--- config.mk ---
export PLATFORM = sky130hd
export DESIGN_NAME = parity_stream_arb
export DESIGN_NICKNAME = d
export VERILOG_FILES = /design/src/rtl/parity_pkg.sv /design/src/rtl/parity_core.sv /design/src/rtl/parity_stream_arb.sv
export SDC_FILE = /design/constraint.sdc
export NUM_CORES = 1
export LEC_CHECK = 0
export CAP_MARGIN = 20
export CORE_MARGIN = 5
export CORE_UTILIZATION = 25
export CTS_CLUSTER_SIZE = 16
export DETAILED_ROUTE_END_ITERATION = 7
export GPL_ROUTABILITY_DRIVEN = 0
export MAX_ROUTING_LAYER = met4
export SETUP_SLACK_MARGIN = 0.05
export SLEW_MARGIN = 20
export SYNTH_ARGS = -nofsm -noshare
export SYNTH_HDL_FRONTEND = slang
export SYNTH_SLANG_ARGS = --single-unit
export TNS_END_PERCENT = 30
--- constraint.sdc ---
create_clock -name clk -period 3.68 [get_ports clk]
set_clock_uncertainty 0.1 [all_clocks]
set_input_delay 0.552 -clock clk [delete_from_list [all_inputs] [get_ports clk]]
set_output_delay 0.552 -clock clk [all_outputs]
set_load 0.01 [all_outputs]
--- src/rtl/parity_pkg.sv ---
// ---------------------------------------------------------------------------
// parity_pkg
// Shared types and helpers for the parity stream arbiter and the
// parity generator/checker datapath.
//   DATA_W      : width of one data byte
//   ch_t        : channel index (0 or 1)
//   out_state_e : occupancy of the output register
//   parity_of() : generated parity bit for a byte (even or odd rule)
// ---------------------------------------------------------------------------
package parity_pkg;

  localparam int DATA_W = 8;

  typedef logic ch_t;

  typedef enum logic {
    OUT_EMPTY = 1'b0,
    OUT_FULL  = 1'b1
  } out_state_e;

  // Parity bit that makes the total count of ones even (odd = 0)
  // or odd (odd = 1) across data plus the parity bit itself.
  function automatic logic parity_of(input logic [DATA_W-1:0] data, input logic odd);
    return (^data) ^ odd;
  endfunction

endpackage

--- src/rtl/parity_core.sv ---
// ---------------------------------------------------------------------------
// parity_core
// Combinational parity generator/checker for one byte.
//   data_i      : byte to protect/check
//   parity_in_i : parity bit received alongside the byte
//   gen_o       : parity generated from data_i
//   err_o       : received parity disagrees with generated parity
// ---------------------------------------------------------------------------
module parity_core
  import parity_pkg::*;
#(
  parameter bit PARITY_ODD = 1'b0
) (
  input  logic [DATA_W-1:0] data_i,
  input  logic              parity_in_i,
  output logic              gen_o,
  output logic              err_o
);

  always_comb begin
    gen_o = parity_of(data_i, PARITY_ODD);
    err_o = gen_o ^ parity_in_i;
  end

endmodule

--- src/rtl/parity_stream_arb.sv ---
// ---------------------------------------------------------------------------
// parity_stream_arb
// Round-robin arbiter that feeds two byte sources through one shared parity
// checker into a single registered valid/ready output, with per-channel
// saturating parity-error counters.
//   clk, rst                 : clock, asynchronous active-high reset
//   sN_valid/data/parity     : channel N byte offer with its received parity
//   sN_ready                 : channel N byte accepted this cycle
//   m_valid/m_ready          : output handshake
//   m_data/parity/error/src  : checked byte, generated parity, mismatch, source
//   cnt_clr                  : synchronous clear of both error counters
//   err_cnt0/err_cnt1        : saturating parity-error counts per channel
// ---------------------------------------------------------------------------
module parity_stream_arb
  import parity_pkg::*;
#(
  parameter bit PARITY_ODD = 1'b0,
  parameter int CNT_W      = 8
) (
  input  logic              clk,
  input  logic              rst,
  input  logic              s0_valid,
  input  logic [DATA_W-1:0] s0_data,
  input  logic              s0_parity,
  output logic              s0_ready,
  input  logic              s1_valid,
  input  logic [DATA_W-1:0] s1_data,
  input  logic              s1_parity,
  output logic              s1_ready,
  output logic              m_valid,
  input  logic              m_ready,
  output logic [DATA_W-1:0] m_data,
  output logic              m_parity,
  output logic              m_error,
  output logic              m_src,
  input  logic              cnt_clr,
  output logic [CNT_W-1:0]  err_cnt0,
  output logic [CNT_W-1:0]  err_cnt1
);

  localparam logic [CNT_W-1:0] CNT_MAX = '1;
  localparam logic [CNT_W-1:0] CNT_ONE = {{(CNT_W-1){1'b0}}, 1'b1};

  out_state_e        state_q, state_d;
  ch_t               last_q;
  ch_t               grant;
  logic              load;
  logic [DATA_W-1:0] selData;
  logic              selParity;
  logic              gen;
  logic              err;
  logic [DATA_W-1:0] data_q;
  logic              parity_q;
  logic              error_q;
  ch_t               src_q;
  logic [CNT_W-1:0]  cnt0_q, cnt0_d;
  logic [CNT_W-1:0]  cnt1_q, cnt1_d;

  // Round-robin grant: under contention the channel that did not win last
  // time goes; a lone requester always wins. A load happens whenever the
  // output register is free or being drained in this same edge.
  always_comb begin
    grant = 1'b0;
    if (s0_valid && s1_valid) begin
      grant = ~last_q;
    end else if (s1_valid) begin
      grant = 1'b1;
    end
    load      = ((state_q == OUT_EMPTY) || m_ready) && (s0_valid || s1_valid);
    selData   = grant ? s1_data : s0_data;
    selParity = grant ? s1_parity : s0_parity;
  end

  assign s0_ready = load && (grant == 1'b0);
  assign s1_ready = load && (grant == 1'b1);

  parity_core #(
    .PARITY_ODD (PARITY_ODD)
  ) u_core (
    .data_i      (selData),
    .parity_in_i (selParity),
    .gen_o       (gen),
    .err_o       (err)
  );

  // Output register occupancy: a load always leaves it FULL, otherwise a
  // drain with nothing to replace it empties it.
  always_comb begin
    state_d = state_q;
    if (load) begin
      state_d = OUT_FULL;
    end else if ((state_q == OUT_FULL) && m_ready) begin
      state_d = OUT_EMPTY;
    end
  end

  // Error counters: clear wins over an increment in the same cycle, and an
  // increment stops at the all-ones value.
  always_comb begin
    cnt0_d = cnt0_q;
    cnt1_d = cnt1_q;
    if (cnt_clr) begin
      cnt0_d = '0;
      cnt1_d = '0;
    end else if (load && err) begin
      if ((grant == 1'b0) && (cnt0_q != CNT_MAX)) begin
        cnt0_d = cnt0_q + CNT_ONE;
      end
      if ((grant == 1'b1) && (cnt1_q != CNT_MAX)) begin
        cnt1_d = cnt1_q + CNT_ONE;
      end
    end
  end

  // State, output byte and counters. last_q resets to channel 1 so that
  // channel 0 wins the first contention after reset.
  always_ff @(posedge clk or posedge rst) begin
    if (rst) begin
      state_q  <= OUT_EMPTY;
      last_q   <= 1'b1;
      data_q   <= '0;
      parity_q <= 1'b0;
      error_q  <= 1'b0;
      src_q    <= 1'b0;
      cnt0_q   <= '0;
      cnt1_q   <= '0;
    end else begin
      state_q <= state_d;
      cnt0_q  <= cnt0_d;
      cnt1_q  <= cnt1_d;
      if (load) begin
        last_q   <= grant;
        data_q   <= selData;
        parity_q <= gen;
        error_q  <= err;
        src_q    <= grant;
      end
    end
  end

  assign m_valid  = (state_q == OUT_FULL);
  assign m_data   = data_q;
  assign m_parity = parity_q;
  assign m_error  = error_q;
  assign m_src    = src_q;
  assign err_cnt0 = cnt0_q;
  assign err_cnt1 = cnt1_q;

endmodule

# Yosys cells after proc, flatten, opt, wreduce, memory -nomap -nowiden
# Cells that the tools add are included.
[classes]
n_addsub = 2
n_eq_ne = 2
muxes = 12
bitwise = 4
reduce_logical = 17
[ops]
columns = ["cell", "n"]
rows = [
  ["$mux 8", 7],
  ["$add 8x1->8 const B", 2],
  ["$ne 8x8->1 const B", 2],
  ["$logic_and 1x1->1", 8],
  ["$reduce_bool 2->1", 4],
  ["$reduce_xor 8->1", 1],
  ["$mux 1", 5],
  ["$reduce_and 2->1", 2],
  ["$not 1->1", 3],
  ["$logic_or 1x1->1", 2],
  ["$xor 1x1->1", 1],
]
[word_totals]
register_bits = 29
in_bits = 24
out_inout_bits = 30

# Logic depth before layout (Yosys ltp)
[logic_depth]
ltp_word = 8
ltp_mapped = 7
depth_no_buf = 7

# By module
# Synthesis repeated with hierarchy kept, for this count alone.
[hier_totals]
hier_cells = 171
area_unflattened_um2 = 1606.5
[by_module_without_submodules]
columns = ["module", "instances", "cells_per_inst", "area_per_inst_um2"]
rows = [
  ["parity_stream_arb", 1, 163, 1522.7],
  ["parity_core", 1, 8, 83.8],
]

# Worst setup path before layout
# No wires, ideal clock.
[synth_path]
path_kind = "input to register"
start = "input s1_valid"
end = "register cnt0_q[3], in the netlist err_cnt0[3]"
setup_ps = 127
arrival_time_ps = 2152
required_time_ps = 3453
path_slack_ps = 1300
path_stages = 6
cell_sequence = "a21boi_2 -> mux2i_1 -> xor3_2 -> nor2_2 -> nand4_1 -> mux2_1"
[synth_via]
elab_chain_len = 8
word_cells_on_any_way = 15
classes_between = "mux (4); bitwise (2); reduce/logical (9)"
[synth_lines]
columns = ["element", "line_no", "rtl"]
rows = [
  ["start: declaration", "parity_stream_arb.sv:26", "input logic s1_valid,"],
  ["$mux 1 / $logic_and 1x1->1 (equally long branches)", "parity_stream_arb.sv:66, parity_stream_arb.sv:64", ""],
  ["$mux 1", "parity_stream_arb.sv:64", "if (s0_valid && s1_valid) begin"],
  ["$mux 8", "parity_stream_arb.sv:70", "selData = grant ? s1_data : s0_data;"],
  ["$reduce_xor 8->1", "parity_pkg.sv:24", "return (^data) ^ odd;"],
  ["$xor 1x1->1", "parity_core.sv:22", "err_o = gen_o ^ parity_in_i;"],
  ["$logic_and 1x1->1", "parity_stream_arb.sv:105", "end else if (load && err) begin"],
  ["$reduce_bool 2->1 (no line)", "--", ""],
  ["$reduce_and 2->1 (no line) *", "--", ""],
  ["end signal: assignment", "parity_stream_arb.sv:129", "cnt0_q <= cnt0_d;"],
  ["end: declaration", "parity_stream_arb.sv:56", "logic [CNT_W-1:0] cnt0_q, cnt0_d;"],
]
# Mark *: on every way between the ends. The rest lies on a longest branch, timed or not.
# A chain may end at the register's enable or synchronous reset.

# Worst setup path after layout
[layout_path]
start = "input s1_valid"
end = "output s1_ready"
[layout_via]
elab_chain_len = 3
word_cells_on_any_way = 6
classes_between = "mux (2); reduce/logical (4)"
[layout_lines]
columns = ["element", "line_no", "rtl"]
rows = [
  ["$mux 1, or another cell as far along", "parity_stream_arb.sv:66", "end else if (s1_valid) begin"],
  ["$mux 1 / $logic_and 1x1->1 (equally long branches)", "parity_stream_arb.sv:64, parity_stream_arb.sv:69", ""],
  ["$logic_and 1x1->1 *", "parity_stream_arb.sv:75", "assign s1_ready = load && (grant == 1'b1);"],
  ["end: declaration", "parity_stream_arb.sv:29", "output logic s1_ready,"],
]
# Marked as above.

==> metrics.txt <==
post-synth cell types 32; largest net degree at the start of global routing 30; FMAX 350.4 MHz; die span in y 92.11 um; clock root buffer clkbuf_8; LEAKAGE 0.9643 nW; Pwr Density 384.7 nW/um2; Max Slew Vio Count 0; die area 8483 um2; drc violations 0; worst hold stages 2; Die Span X 92.11 um; Setup-failing EPs final 0; drt total wl 4188 um; Crit Reg-Reg Endpoint err_cnt0[3]; io pins 54; via count 1409; critical path required time 3.03 ns; # H-tree levels 2; post-cts resize count 0; Final Power 0.9294 mW; initial antenna violation count 0; Initial DRT Pass Iterations 4; CTS sink cnt 29; CP Class in -> out; Logic pwr share 31.2%; DRT iter0 DRCs 30; Period minus WS final 2.854 ns; Synth Register Bits 29; Vias/cell 4.545; routed len/inst 13.51 um; Net Count, Synth 196; CTS tree built; fin crit share 77.56%; RSZ-0062 raised after global routing false; Clock Latency Late Sink 0.28 ns; remaining antenna violation count 0; antenna fix cells 0; DP HPWL 3157 um; Worst Path Max Fanout 10; core area 6681 um2; nets 255; Starting Density 25.22%; Max Buffers Root-to-Sink 2; I/O Buffers 53; Seq/Total Area, Yosys 43.13%; Fin Hold WS 0.3708 ns; setup bufs post-CTS 0; Syn Inst Count 170; final core utilization 36.16%; Congestion Overflow GR 0; Fin. Hold Viols 0; All-Layer GR Usage 10.81%; Synth Area per Inst 9.914 um2; max cap viols 0; Yosys warning total 0; Startpoint Class input port; cells on worst reg2reg path 6; worst r2r src last_q; Post-Route Setup TNS 0 ns; global-route wire length before repair 7017 um; flop-to-flop setup slack 1.36 ns; path category of the worst min-delay check reg -> reg; Clk network pwr share 28.9%; peak supply drop 0.0001324 V; synthesis-to-finish area growth 43.36%; Sw Share 29.30%; Worst-Margin Slew 0.6397 ns; clock-pin transition on the worst setup and hold timing paths 0.06 ns; Psw 0.2723 mW; fin worst setup slack 0.8257 ns; Post-Syn Area 1685 um2; Hold Path Sink last_q; register share of total power 39.9%; pre-CTS WS 0.6088 ns; Pint 0.6571 mW; Critical Path End Type output port; status finished clean; cts bufs inserted 5; Worst Path Arrival 2.20 ns; # hold bufs at CTS 0; vias in the first global route 1477; slew margin rel. 57.22%; min-delay src last_q; Rows 30; fraction of layout cells with a size suffix above 1 8.696%
## metal layers
metal	wire length, um	vias to the layer above	GRT usage (%)
met5	0	-	-
met4	43	0	3.342
met3	269	5	3.199
met2	1935	45	16.73
met1	1939	667	13.64
li1	-	692	-
## cell families (layout without fill, tap and decap cells)
| group | Yosys count | in the layout | share of synthesized area [%] |
|---|---|---|---|
| flops | 29 | 29 | 43.13 |
| fa+ha+maj | 2 | 2 | 1.485 |
| mux | 12 | 12 | 7.201 |
| buf+inv | 9 | 69 | 2.078 |
| simple gates | 72 | 72 | 22.64 |
| xor+xnor | 29 | 29 | 17.82 |
| compound gates | 17 | 17 | 5.642 |
## sequential cells by signal (all words and copies together) (netlist names)
name	flops
m_parity	1
m_data	8
m_error	1
err_cnt1	8
m_src	1
m_valid	1
last_q	1
err_cnt0	8
## how the worst max path moves through the flow
| stage | startpoint | endpoint | slack [ns] |
|---|---|---|---|
| after floorplan | s1_valid | err_cnt0[3] | 1.30 |
| after global placement | s1_valid | err_cnt0[3] | 0.64 |
| after detailed placement | s1_valid | err_cnt0[3] | 0.61 |
| after CTS | s1_valid | s1_ready | 0.79 |
| after global routing | s1_valid | s1_ready | 0.73 |
| final | s1_valid | s1_ready | 0.83 |
## power groups by stage
stage / registers [mW] / logic, mW / clock network [mW]
floorplan: 0.389 / 0.155 / 0
global placement: 0.377 / 0.292 / 0
detailed placement: 0.377 / 0.296 / 0
CTS: 0.372 / 0.297 / 0.283
global route: 0.375 / 0.319 / 0.299
finish: 0.371 / 0.290 / 0.269
## placed cells by master (no fill, tap or decap), types with 3 or more instances in the layout
cell | synthesis | final
inv_1 | 4 | 4
nand3_1 | 4 | 4
dfrtp_1 | 28 | 28
nor3_1 | 4 | 4
clkbuf_8 | 0 | 6
nor2_1 | 19 | 19
xnor2_1 | 25 | 25
nand4_1 | 6 | 6
a21oi_1 | 3 | 3
mux2i_1 | 11 | 11
o21ai_0 | 9 | 8
o21ai_1 | 3 | 4
buf_4 | 0 | 4
nor4_2 | 3 | 3
nand2_1 | 22 | 22
nand2b_1 | 4 | 4
clkdlybuf4s50_1 | 0 | 53
## critical path, stage by stage
cell and delay, ns:
clkdlybuf4s50_1 0.51, a21boi_2 0.22, buf_4 0.24, nand2_1 0.10
inv_1 0.05, clkdlybuf4s50_1 0.53
## cell usage after synthesis, drive strengths merged
cell type  number  area share, %
xnor3           1            1.3
mux2i          11            6.5
a21oi           3           0.89
inv             4           0.89
nand2          22            4.9
nor2b           2           0.74
xor2            1           0.52
nor3b           2           0.89
nor3            5            2.2
a31o            1           0.52
mux2            1           0.67
nand4           6            2.2
dfstp           1            1.6
o21ai          12            3.6
ha              2            1.5
nor4            3            2.2
nand3           4            1.2
nand2b          4            1.5
and3            2           0.74
clkbuf          3           0.67
a21boi          1           0.67
nor2           20            4.6
and4b           1           0.59
xnor2          25             13
nor4b           1           0.89
dfrtp          28             42
xor3            2            3.0
buf             2           0.52
## area by class of cell
type | count | area [um2]
fillers | 681 | 4265
multi-input cells | 132 | 923.4
flip-flops and latches | 29 | 726.9
repair buffers | 57 | 560.5
well taps | 80 | 100.1
clock buffers | 8 | 90.09
inverters | 4 | 15.01
## through the flow
| step | area (um2) | instances |
|---|---|---|
| CTS | 2416 | 310 |
| global placement | 2326 | 302 |
| detailed placement | 2326 | 302 |
| finish | 2416 | 310 |
| floorplan | 1685 | 170 |
| global route | 2416 | 310 |
Power figures use the tool's default switching activity.
